===== src/rtl/ternary_matvec_stream.sv =====
// Streaming ternary matrix-vector product: LANES activations per beat, all N_OUT
// rows accumulate in parallel, and the result vector is held until it is consumed.
module tmv_row #(
  parameter int IN_W  = 8,
  parameter int LANES = 4,
  parameter int ACC_W = 12
) (
  input  logic [LANES-1:0][IN_W-1:0] x,
  input  logic [LANES-1:0][1:0]      w,
  output logic [ACC_W-1:0]           sum,
  output logic                       bad
);
  logic [ACC_W-1:0] xe;

  // Sign-extend before negating so that -(-2^(IN_W-1)) stays exact at ACC_W.
  always_comb begin
    sum = '0;
    bad = 1'b0;
    xe  = '0;
    for (int k = 0; k < LANES; k++) begin
      xe = {{(ACC_W-IN_W){x[k][IN_W-1]}}, x[k]};
      case (w[k])
        2'b01:   sum = sum + xe;
        2'b11:   sum = sum - xe;
        2'b10:   bad = 1'b1;
        default: ;
      endcase
    end
  end
endmodule

module ternary_matvec_stream #(
  parameter int IN_W  = 8,
  parameter int N_IN  = 64,
  parameter int N_OUT = 16,
  parameter int LANES = 4,
  parameter int RELU  = 0,
  parameter int ACC_W = IN_W + $clog2(N_IN) + 1
) (
  input  logic                     clk,
  input  logic                     rst,
  input  logic                     in_valid,
  output logic                     in_ready,
  input  logic [LANES*IN_W-1:0]    in_data,
  input  logic [N_OUT*LANES*2-1:0] w_data,
  output logic                     out_valid,
  input  logic                     out_ready,
  output logic [N_OUT*ACC_W-1:0]   out_data,
  output logic                     w_err
);
  localparam int BEATS = N_IN / LANES;
  localparam int CNT_W = (BEATS > 1) ? $clog2(BEATS) : 1;

  typedef enum logic {ACCUM, HOLD} state_t;
  state_t state_q, state_d;

  logic [LANES-1:0][IN_W-1:0]        x_vec;
  logic [N_OUT-1:0][LANES-1:0][1:0]  w_vec;
  logic [N_OUT-1:0][ACC_W-1:0]       beat_sum, nxt, acc, res_q;
  logic [N_OUT-1:0]                  row_bad;
  logic [CNT_W-1:0]                  beat_cnt;
  logic                              accept, last;

  assign x_vec    = in_data;
  assign w_vec    = w_data;
  assign out_data = res_q;
  assign accept   = in_valid && in_ready;
  assign last     = (beat_cnt == CNT_W'(BEATS-1));

  for (genvar r = 0; r < N_OUT; r++) begin : g_row
    tmv_row #(.IN_W(IN_W), .LANES(LANES), .ACC_W(ACC_W)) u_row (
      .x(x_vec), .w(w_vec[r]), .sum(beat_sum[r]), .bad(row_bad[r])
    );
  end

  // First beat loads the accumulator directly, so no clear cycle is needed.
  always_comb begin
    nxt = '0;
    for (int r = 0; r < N_OUT; r++)
      nxt[r] = ((beat_cnt == '0) ? '0 : acc[r]) + beat_sum[r];
  end

  always_comb begin
    state_d   = state_q;
    in_ready  = 1'b0;
    out_valid = 1'b0;
    case (state_q)
      ACCUM: begin
        in_ready = 1'b1;
        if (in_valid && last) state_d = HOLD;
      end
      HOLD: begin
        out_valid = 1'b1;
        if (out_ready) state_d = ACCUM;
      end
      default: state_d = ACCUM;
    endcase
  end

  always_ff @(posedge clk) begin
    if (rst) begin
      state_q  <= ACCUM;
      beat_cnt <= '0;
      acc      <= '0;
      res_q    <= '0;
      w_err    <= 1'b0;
    end else begin
      state_q <= state_d;
      if (accept) begin
        acc <= nxt;
        if (|row_bad) w_err <= 1'b1;
        if (last) begin
          beat_cnt <= '0;
          for (int r = 0; r < N_OUT; r++)
            res_q[r] <= (RELU != 0 && nxt[r][ACC_W-1]) ? '0 : nxt[r];
        end else begin
          beat_cnt <= beat_cnt + 1'b1;
        end
      end
    end
  end
endmodule


===== config.mk =====
export PLATFORM = sky130hd
export DESIGN_NAME = ternary_matvec_stream
export DESIGN_NICKNAME = d
export VERILOG_FILES = /design/src/rtl/ternary_matvec_stream.sv
export SDC_FILE = /design/constraint.sdc
export NUM_CORES = 2
export LEC_CHECK = 0
export CAP_MARGIN = 15
export CORE_ASPECT_RATIO = 0.5
export CORE_MARGIN = 2
export CORE_UTILIZATION = 23
export DETAILED_ROUTE_END_ITERATION = 12
export PLACE_DENSITY = 0.47
export RECOVER_POWER = 25
export REMOVE_ABC_BUFFERS = 1
export SLEW_MARGIN = 10
export SYNTH_ARGS = -nofsm -noshare
export SYNTH_HDL_FRONTEND = slang
export SYNTH_SLANG_ARGS = --single-unit

===== constraint.sdc =====
create_clock -name clk -period 30.8 [get_ports clk]
set_input_delay 6.16 -clock clk [delete_from_list [all_inputs] [get_ports clk]]
set_output_delay 6.16 -clock clk [all_outputs]
set_load 0.05 [all_outputs]

==> results.json <==
{
  "syn_to_final_growth_pct": 14.18,
  "netlist_top_cells_count": "nand2_1, a21oi_1, nor2_1, ha_1, xnor2_1",
  "ys_ff_latch": 486,
  "grt_pass1_wl_mm": 477.4,
  "cts_tree": "built",
  "power_density_nw_per_um2": 58.01,
  "clk_path_buf_depth": 3,
  "synth_top_area_frac": 0.1399,
  "yosysWarnings": 0,
  "yosysTopAreaCell": "ha_1",
  "postRouteAntennaNets": 0,
  "power_leakage_nw": 38.01,
  "cp_top_family": "compound AO/OA/AOI/OAI gates",
  "synth.most_common_cell": "nand2_1",
  "tightest_slew_ns": 1.340,
  "slew_viol_final": 0,
  "multi_input_area_um2": 62570,
  "cpPeakStageDelay_ns": 0.81,
  "total_power_mw": 5.058,
  "critPathRequiredTime_ns": 31.36,
  "cts_made_buffers": 58,
  "antenna_found_initial": 72,
  "drtIter0Drc": 6411,
  "ys_types": 115,
  "rsz0062_at_grt": "false",
  "postCtsHoldBufs": 0,
  "crit_type": "input port to register",
  "path_clk_slew_ns": 0.06,
  "seq_area_um2": 9729,
  "cts.sinks": 486,
  "syn_avg_cell_area_um2": 7.137,
  "tns_ns": 0,
  "hpwlAfterDp_mm": 249.8,
  "start_util": 0.2314,
  "slew_headroom": 0.1068,
  "period_minus_slack_ns": 15.39,
  "cts_root_buf": "clkbuf_16",
  "critPathSlowestCell": "ha_1",
  "cts_resized": 0,
  "routedWlPerCell_um": 21.51,
  "finClkSkew_ns": 0.06616,
  "synth-edff-count": 0,
  "synth_area_leaders": "ha_1, dfxtp_1, xnor2_1, a21oi_1, nand2_1",
  "postCtsSetupBuffers": 0,
  "period_share": 0.4997,
  "die_h_um": 411.4,
  "path_max_fanout": 24,
  "netlist_area_um2": 76360,
  "gp_congestion": 0.9321,
  "drt_first_pass_iters": 6,
  "hold_path_class": "register to register",
  "hold_viol_final": 0,
  "cap_violations": 0,
  "dieArea_um2": 336900,
  "coreArea_um2": 330000,
  "final_nets": 11854,
  "vdd_drop_max_mv": 0.04403,
  "fillers": 36408,
  "cts-htree-levels": 2,
  "seq_area_frac_synth": 0.1274,
  "worst-path-buf-inv": 4,
  "crit_arrival_ns": 15.95,
  "clock.fmax_mhz": 64.97,
  "clock_latency_ns": 0.76,
  "layout-drive-gt1-share": 0.05361,
  "synth-main-ff-cell": "dfxtp_1",
  "fp.dieW_um": 818.8,
  "fp-row-count": 149,
  "end_kind": "register",
  "grt_pass1_vias": 73501,
  "grt_max_degree": 113,
  "synthCells": 10699,
  "viasPerCell": 5.163,
  "vias": 78671,
  "pin_count": 407,
  "drc": 0,
  "status": "complete, no violations",
  "async_flop_share": 0,
  "worstSetupStartpointType": "input port",
  "port_buffers": 406,
  "finalSetupViolations": 0,
  "wirelength_mm": 327.7,
  "grt-ovfl-total": 0,
  "grt_use_total": 0.1851,
  "path_common_cell": "ha_1"
}
[power breakdown]
part / internal (mW) / switching [mW]
Sequential: 0.713 / 0.0341
Combinational: 1.45 / 2.08
Clock: 0.448 / 0.332
Total: 2.61 / 2.45
[kinds of logic (layout without fill, tap and decap cells)]
kind of cell / count (synthesis) / in the layout / share of synthesized area
buf+inv: 1086 / 1205 / 0.05488
fa+ha+maj: 921 / 921 / 0.1571
other cells: 0 / 41 / 0
simple gates: 3498 / 3498 / 0.2126
xor+xnor: 1073 / 1073 / 0.1263
flops: 486 / 486 / 0.1274
compound gates: 3374 / 3374 / 0.2853
mux: 261 / 261 / 0.03634
[stage by stage]
stage                     area [µm²]  worst slack, ns  hold slack, ns  std cells    util
after floorplan                74140            7.783          0.4257      10138       -
after global placement         84990            14.17          0.4374      15089  0.2576
after detailed placement       85000            14.81          0.4418      15090  0.2576
after CTS                      87060            15.58          0.4509      15196  0.2638
after global routing           87160            14.92          0.4625      15228  0.2641
final                          87190            15.41          0.4468      15238  0.2642
[area by class of cell]
type / instances / share of cell area
diodes: 41 / 0.001177
multi-input cells: 9127 / 0.7177
repair buffers: 574 / 0.06056
well taps: 4379 / 0.06284
clock inverters: 30 / 0.004865
inverters: 525 / 0.02260
flip-flops and latches: 486 / 0.1116
clock buffers: 76 / 0.01870
[registers in the layout (all words and copies together) (netlist names)]
signal	cells
acc	240
beat_cnt	4
state_q	1
w_err	1
out_data	240
[per-layer routing]
layer | share of wire | global-route usage
met2 | 0.47 | 0.3162
met3 | 0.057 | 0.02347
met5 | 0.00025 | 0
met4 | 0.044 | 0.08233
met1 | 0.43 | 0.2332
[worst register-to-register path, delay by kind of cell, from the launching register on]
family	cells	cell delay (ns)
fa+ha+maj	3	0.86
buf+inv	2	0.44
simple gates	4	1.24
compound gates	8	1.83
flops	1	0.36
xor+xnor	2	0.68
[final timing paths]
kind / start / end / slack (ns) / cells past startpoint
worst max-delay path: in_data[0] / acc[164] / 15.41 / 35
worst min-delay path: acc[46] / acc[46] / 0.45 / 2
worst max register to register: beat_cnt[1] / acc[194] / 25.27 / 19
worst min register to register: acc[46] / acc[46] / 0.45 / 2
[cells in the final DEF, fill, tap and decap left out, types with 231 or more instances in the layout]
cell type,n
nand2_1,1319
nor2_1,891
xnor2_1,692
xor2_1,363
o21ai_0,627
inv_1,488
a22o_1,231
a21oi_1,1176
and2_1,288
ha_1,853
dfxtp_1,486
Note: power is estimated with default switching activity, not from simulation.
